`config.mk`:
```
export PLATFORM = sky130hd
export DESIGN_NAME = i2c_spike_mon
export DESIGN_NICKNAME = d
export VERILOG_FILES = /design/src/rtl/i2c_spike_mon.sv
export SDC_FILE = /design/constraint.sdc
export NUM_CORES = 1
export LEC_CHECK = 0
export ABC_AREA = 1
export CAP_MARGIN = 10
export CORE_MARGIN = 1
export CORE_UTILIZATION = 55
export CTS_CLUSTER_SIZE = 24
export DETAILED_ROUTE_END_ITERATION = 8
export PLACE_DENSITY = 0.79
export RECOVER_POWER = 100
export SYNTH_ARGS = -nofsm -noshare
export SYNTH_HDL_FRONTEND = slang
export SYNTH_SLANG_ARGS = --single-unit
```
`constraint.sdc`:
```
create_clock -name PCLK -period 4.5 [get_ports PCLK]
set_clock_uncertainty 0.2 [all_clocks]
set_input_delay 0.9 -clock PCLK [delete_from_list [all_inputs] [get_ports PCLK]]
set_output_delay 0.9 -clock PCLK [all_outputs]
set_load 0.01 [all_outputs]
```
`src/rtl/i2c_spike_mon.sv`:
```
// Passive I2C bus monitor: measures low pulses on SCL/SDA, flags and counts spikes,
// and detects START/STOP. Optional high-pulse measurement under I2C_SPK_HIGH_PULSE_EN.

module i2c_spike_line #(
    parameter int SPIKE_MAX = 3,
    parameter int CNT_W     = 8
) (
    input  logic             PCLK,
    input  logic             PRESET,
    input  logic             line,
    input  logic             cnt_clr,
    output logic             lvl,
    output logic             lvl_d,
    output logic             end_evt,
    output logic [7:0]       end_width,
    output logic             spike,
    output logic [CNT_W-1:0] spike_cnt
);
    typedef enum logic {HI, LO} state_t;

    localparam logic [7:0] SPK_LIM = 8'(SPIKE_MAX);

    state_t     state;
    logic [2:0] sync_pipe;
    logic [7:0] lo_cnt;
    logic       fall;
    logic       rise;
    logic       hit;
`ifdef I2C_SPK_HIGH_PULSE_EN
    logic [7:0] hi_cnt;
    logic       seen_rise;
`endif

    // [0],[1] synchronizer, [2] delayed copy for edge detection; idle bus is high
    always_ff @(posedge PCLK or posedge PRESET) begin
        if (PRESET) sync_pipe <= '1;
        else        sync_pipe <= {sync_pipe[1:0], line};
    end

    assign lvl   = sync_pipe[1];
    assign lvl_d = sync_pipe[2];
    assign fall  = lvl_d & ~lvl;
    assign rise  = ~lvl_d & lvl;

    always_comb begin
        end_evt   = 1'b0;
        end_width = lo_cnt;
        if (state == LO && rise) end_evt = 1'b1;
`ifdef I2C_SPK_HIGH_PULSE_EN
        // a high pulse only counts once it was opened by a rising edge we saw
        if (state == HI && fall && seen_rise) begin
            end_evt   = 1'b1;
            end_width = hi_cnt;
        end
`endif
    end

    assign hit = end_evt && (end_width <= SPK_LIM);

    always_ff @(posedge PCLK or posedge PRESET) begin
        if (PRESET) begin
            state     <= HI;
            lo_cnt    <= '0;
            spike     <= 1'b0;
            spike_cnt <= '0;
`ifdef I2C_SPK_HIGH_PULSE_EN
            hi_cnt    <= '0;
            seen_rise <= 1'b0;
`endif
        end else begin
            spike <= hit;
            if (cnt_clr)
                spike_cnt <= '0;
            else if (hit && spike_cnt != '1)
                spike_cnt <= spike_cnt + 1'b1;

            case (state)
                HI: begin
                    if (fall) begin
                        state  <= LO;
                        lo_cnt <= 8'd1;
                    end
`ifdef I2C_SPK_HIGH_PULSE_EN
                    else if (hi_cnt != 8'hFF) begin
                        hi_cnt <= hi_cnt + 8'd1;
                    end
`endif
                end
                LO: begin
                    if (rise) begin
                        state <= HI;
`ifdef I2C_SPK_HIGH_PULSE_EN
                        hi_cnt    <= 8'd1;
                        seen_rise <= 1'b1;
`endif
                    end else if (lo_cnt != 8'hFF) begin
                        lo_cnt <= lo_cnt + 8'd1;
                    end
                end
                default: state <= HI;
            endcase
        end
    end
endmodule

module i2c_spike_mon #(
    parameter int SPIKE_MAX = 3,
    parameter int CNT_W     = 8
) (
    input  logic             PCLK,
    input  logic             PRESET,
    input  logic             scl,
    input  logic             sda,
    input  logic             cnt_clr,
    output logic             scl_spike,
    output logic             sda_spike,
    output logic [CNT_W-1:0] scl_spike_cnt,
    output logic [CNT_W-1:0] sda_spike_cnt,
    output logic [7:0]       last_width,
    output logic             start_det,
    output logic             stop_det
);
    localparam int NUM_LANES = 2;  // lane 0 = SCL, lane 1 = SDA

    logic [NUM_LANES-1:0]            line_in;
    logic [NUM_LANES-1:0]            lvl;
    logic [NUM_LANES-1:0]            lvl_d;
    logic [NUM_LANES-1:0]            end_evt;
    logic [NUM_LANES-1:0]            spike;
    logic [NUM_LANES-1:0][7:0]       end_width;
    logic [NUM_LANES-1:0][CNT_W-1:0] spike_cnt;
    logic                            scl_steady_hi;
    logic                            sda_fall;
    logic                            sda_rise;

    assign line_in = {sda, scl};

    for (genvar i = 0; i < NUM_LANES; i++) begin : g_lane
        i2c_spike_line #(
            .SPIKE_MAX(SPIKE_MAX),
            .CNT_W    (CNT_W)
        ) u_line (
            .PCLK     (PCLK),
            .PRESET   (PRESET),
            .line     (line_in[i]),
            .cnt_clr  (cnt_clr),
            .lvl      (lvl[i]),
            .lvl_d    (lvl_d[i]),
            .end_evt  (end_evt[i]),
            .end_width(end_width[i]),
            .spike    (spike[i]),
            .spike_cnt(spike_cnt[i])
        );
    end

    assign scl_spike     = spike[0];
    assign sda_spike     = spike[1];
    assign scl_spike_cnt = spike_cnt[0];
    assign sda_spike_cnt = spike_cnt[1];

    assign scl_steady_hi = lvl[0] & lvl_d[0];
    assign sda_fall      = lvl_d[1] & ~lvl[1];
    assign sda_rise      = ~lvl_d[1] & lvl[1];

    // registered on the same edge the lanes report their pulse end
    always_ff @(posedge PCLK or posedge PRESET) begin
        if (PRESET) begin
            last_width <= '0;
            start_det  <= 1'b0;
            stop_det   <= 1'b0;
        end else begin
            start_det <= sda_fall & scl_steady_hi;
            stop_det  <= sda_rise & scl_steady_hi;
            if (end_evt[0])
                last_width <= end_width[0];
            else if (end_evt[1])
                last_width <= end_width[1];
        end
    end
endmodule

```
==> qor.csv <==
stage,metric,value,unit
drt,DR WL/cell,12.2,µm
clock_network,clk slew on worst S/H paths,0.08,ns
layout,ANT cells,0,
critical_path,Max Fanout on Critical Path,52,
drt,post-route ant nets,0,
status,failing checks,"capacitance limit, slew limit",
sta,Fin. Hold Viols,0,
hold_path,HP Class,reg -> reg,
synthesis,post-synthesis net count,378,
critical_path,"Slowest-stage cell, CP",inv_1,
placement,post-detail-place hpwl,4060,µm
global_route,number of global-route vias before repair,2192,
critical_path,max incr delay on CP,1.37,ns
synthesis,Synth Cell Area,2850,µm²
critical_path,Critical Path Source Type,primary input,
hold_path,HP Start,g_lane[1].u_line.sync_pipe[0],
clock_network,Max clock buf depth,2,
global_route,gr ovfl total,0,
placement,IO Port Bufs,32,
hold_path,WHS Endpoint,g_lane[1].u_line.sync_pipe[1],
power_and_ir_drop,Max IR drop VDD,0.216,mV
critical_path,RR Startpoint,g_lane[1].u_line.end_width[0],
power_and_ir_drop,P per Cell Area,330,nW/µm²
critical_path,CP arrival,2.84,ns
run,Max Cap Viol,1,
floorplan,row cnt,25,
clock_network,Inserted Clock Buffers,5,
synthesis,sequential fraction of the synthesis area,46.0,%
synthesis,synthesized instance count,369,
drt,Post-Route WL,5690,µm
drt,vias per std cell,5.22,
global_route,Tot GR Track Use,23.5,%
clock_network,CTS resizes,0,
global_route,largest net degree at the start of global routing,53,
critical_path,R2R Path End,g_lane[1].u_line.end_width[6],
synthesis,ys async rst share,100,%
critical_path,reg2reg setup slack,1.90,ns
sta,Tightest Pin Transition,1.93,ns
clock_network,H-tree levels,2,
clock_network,CTS Root Cell,clkbuf_8,
placement,Placer Congestion,0.839,
power_and_ir_drop,static leakage,1.54,nW
synthesis,mean post-synth cell area,7.72,µm²
layout,Final #Nets,406,
clock_network,clk_lat worst skew,0.30,ns
sta,max-slew violation total from the final report,53,
floorplan,Std-Cell Core Area,4850,µm²
drt,total number of vias,2426,
floorplan,Die Ht,74.0,µm
critical_path,WP data required,4.34,ns
floorplan,initial cell density of the core,58.7,%
floorplan,Die W,74.0,µm
drt,1st-pass router iterations,4,
sta,Max-Slew Margin vs Limit,-29.1,%
sta,highest clock rate,0.333,GHz
synthesis,synth unique cells,33,
synthesis,main flop type after synthesis,dfrtp_1,
sta,min cycle time layout,3.00,ns
critical_path,Setup crit end kind,async pin,
floorplan,# IOs,33,
placement,placed cell area,3160,µm²
drt,initial DRC count,152,
layout,layout cells sized above 1,4.77,%
critical_path,CP top delay family,buffers and inverters,
floorplan,die area,5470,µm²
clock_network,CTS tree,built,
sta,period utilization,66.7,%
clock_network,clock sink total,52,
clock_network,Post-CTS Setup Inserts,0,
sta,RSZ-0062 raised after global routing,false,
synthesis,number of flops mapped to enable cells by yosys,0,
status,status,"finished, violations left",
layout,Area Growth Syn to Fin,12.5,%
drt,DRC,0,
hold_path,WHS Path Cells,0,
critical_path,reg2reg path depth,6,
clock_network,hold buffer count at cts,0,
layout,post-route cell area,3200,µm²
sta,final setup TNS,0,ns
critical_path,Crit Path Category,in -> async,
critical_path,CP Buf/Inv Count,2,
critical_path,crit path cell chain,dlygate4sd3_1 > inv_1,
synthesis,"flops & latches, synth",52,
global_route,antenna violations before repair,0,
global_route,wire length of the first global-routing pass,9870,µm
sta,Setup-failing EPs final,0,
synthesis,total number of yosys warnings,0,
sequential cells by signal (all words and copies together), names as in the netlist:
register                 cells
g_lane.u_line.spike          2
stop_det                     1
g_lane.u_line.sync_pipe      6
last_width                   8
g_lane.u_line.spike_cnt     16
start_det                    1
g_lane.u_line.state          2
g_lane.u_line.end_width     16
how the worst max path moves through the flow:
stage	from	end	slack, ns	cells past startpoint
floorplan	PRESET	g_lane[0].u_line.end_width[0]	2.15	1
global route	PRESET	g_lane[1].u_line.end_width[2]	1.08	2
global placement	cnt_clr	g_lane[1].u_line.spike_cnt[7]	1.52	5
finish	PRESET	g_lane[1].u_line.end_width[0]	1.50	2
detailed placement	cnt_clr	g_lane[1].u_line.spike_cnt[3]	1.50	5
CTS	cnt_clr	g_lane[1].u_line.spike_cnt[3]	1.82	5
cell usage after synthesis (all sizes together), types with 2 or more instances:
cell type,n,area share [%]
buf,9,3.0
nor3,3,0.53
xor2,3,0.92
o211ai,3,0.79
o21ai,30,6.3
dfrtp,46,40
clkbuf,2,0.31
nor2,52,7.6
a21oi,3,0.53
nor4,2,0.44
dfstp,6,5.5
nand4,4,0.88
nand3,46,9.0
inv,31,4.1
nand2,118,16
ha,4,1.8
o21bai,2,0.53
kinds of logic after synthesis:
family / count (synthesis) / synth area share, %
fa+ha+maj: 4 / 1.76
flops: 52 / 46.0
simple gates: 227 / 35.1
xor+xnor: 4 / 1.23
compound gates: 39 / 8.44
buf+inv: 43 / 7.51
layer usage:
| metal | up-vias | routed length (µm) | GRT usage [%] |
|---|---|---|---|
| li1 | 1238 | - | - |
| met3 | 4 | 231 | 3.39 |
| met2 | 55 | 2810 | 39.8 |
| met5 | - | 0 | 0 |
| met1 | 1129 | 2610 | 31.3 |
| met4 | 0 | 40 | 7.48 |
area by class of cell:
cell class	instances	area [µm²]
multi-input cells	274	1280
fillers	417	1650
clock inverters	2	10.0
clock buffers	6	82.6
repair buffers	32	320
inverters	32	120
flip-flops and latches	52	1310
well taps	67	83.8
per-stage QoR:
stage / util, % / total power [mW] / hold slack [ns] / std cells / worst slack [ns]
5_1_grt: 66.1 / 1.13 / 0.173 / 465 / 1.08
4_1_cts: 67.0 / 1.09 / 0.163 / 465 / 1.82
3_3_place_gp: 65.1 / 0.810 / 0.149 / 457 / 1.52
6_report: 66.1 / 1.06 / 0.165 / 465 / 1.50
3_5_place_dp: 65.1 / 0.817 / 0.148 / 457 / 1.50
2_1_floorplan: - / 0.742 / 0.145 / 369 / 2.15
cell usage in the layout, fill, tap and decap left out, types with 6 or more instances in the layout:
cell type	Yosys	final
nand2_1	113	115
dlygate4sd3_1	0	32
nor2_1	49	49
dfrtp_1	46	46
nand3_1	44	45
o21ai_0	21	29
clkbuf_8	0	6
inv_1	30	31
power by group:
part / internal (mW) / switching, mW / total (mW)
sequential: 0.519 / 0.0637 / 0.582
clock: 0.123 / 0.145 / 0.268
combinational: 0.0842 / 0.122 / 0.206
total: 0.726 / 0.331 / 1.06
Note: power is estimated with default switching activity, not from simulation.
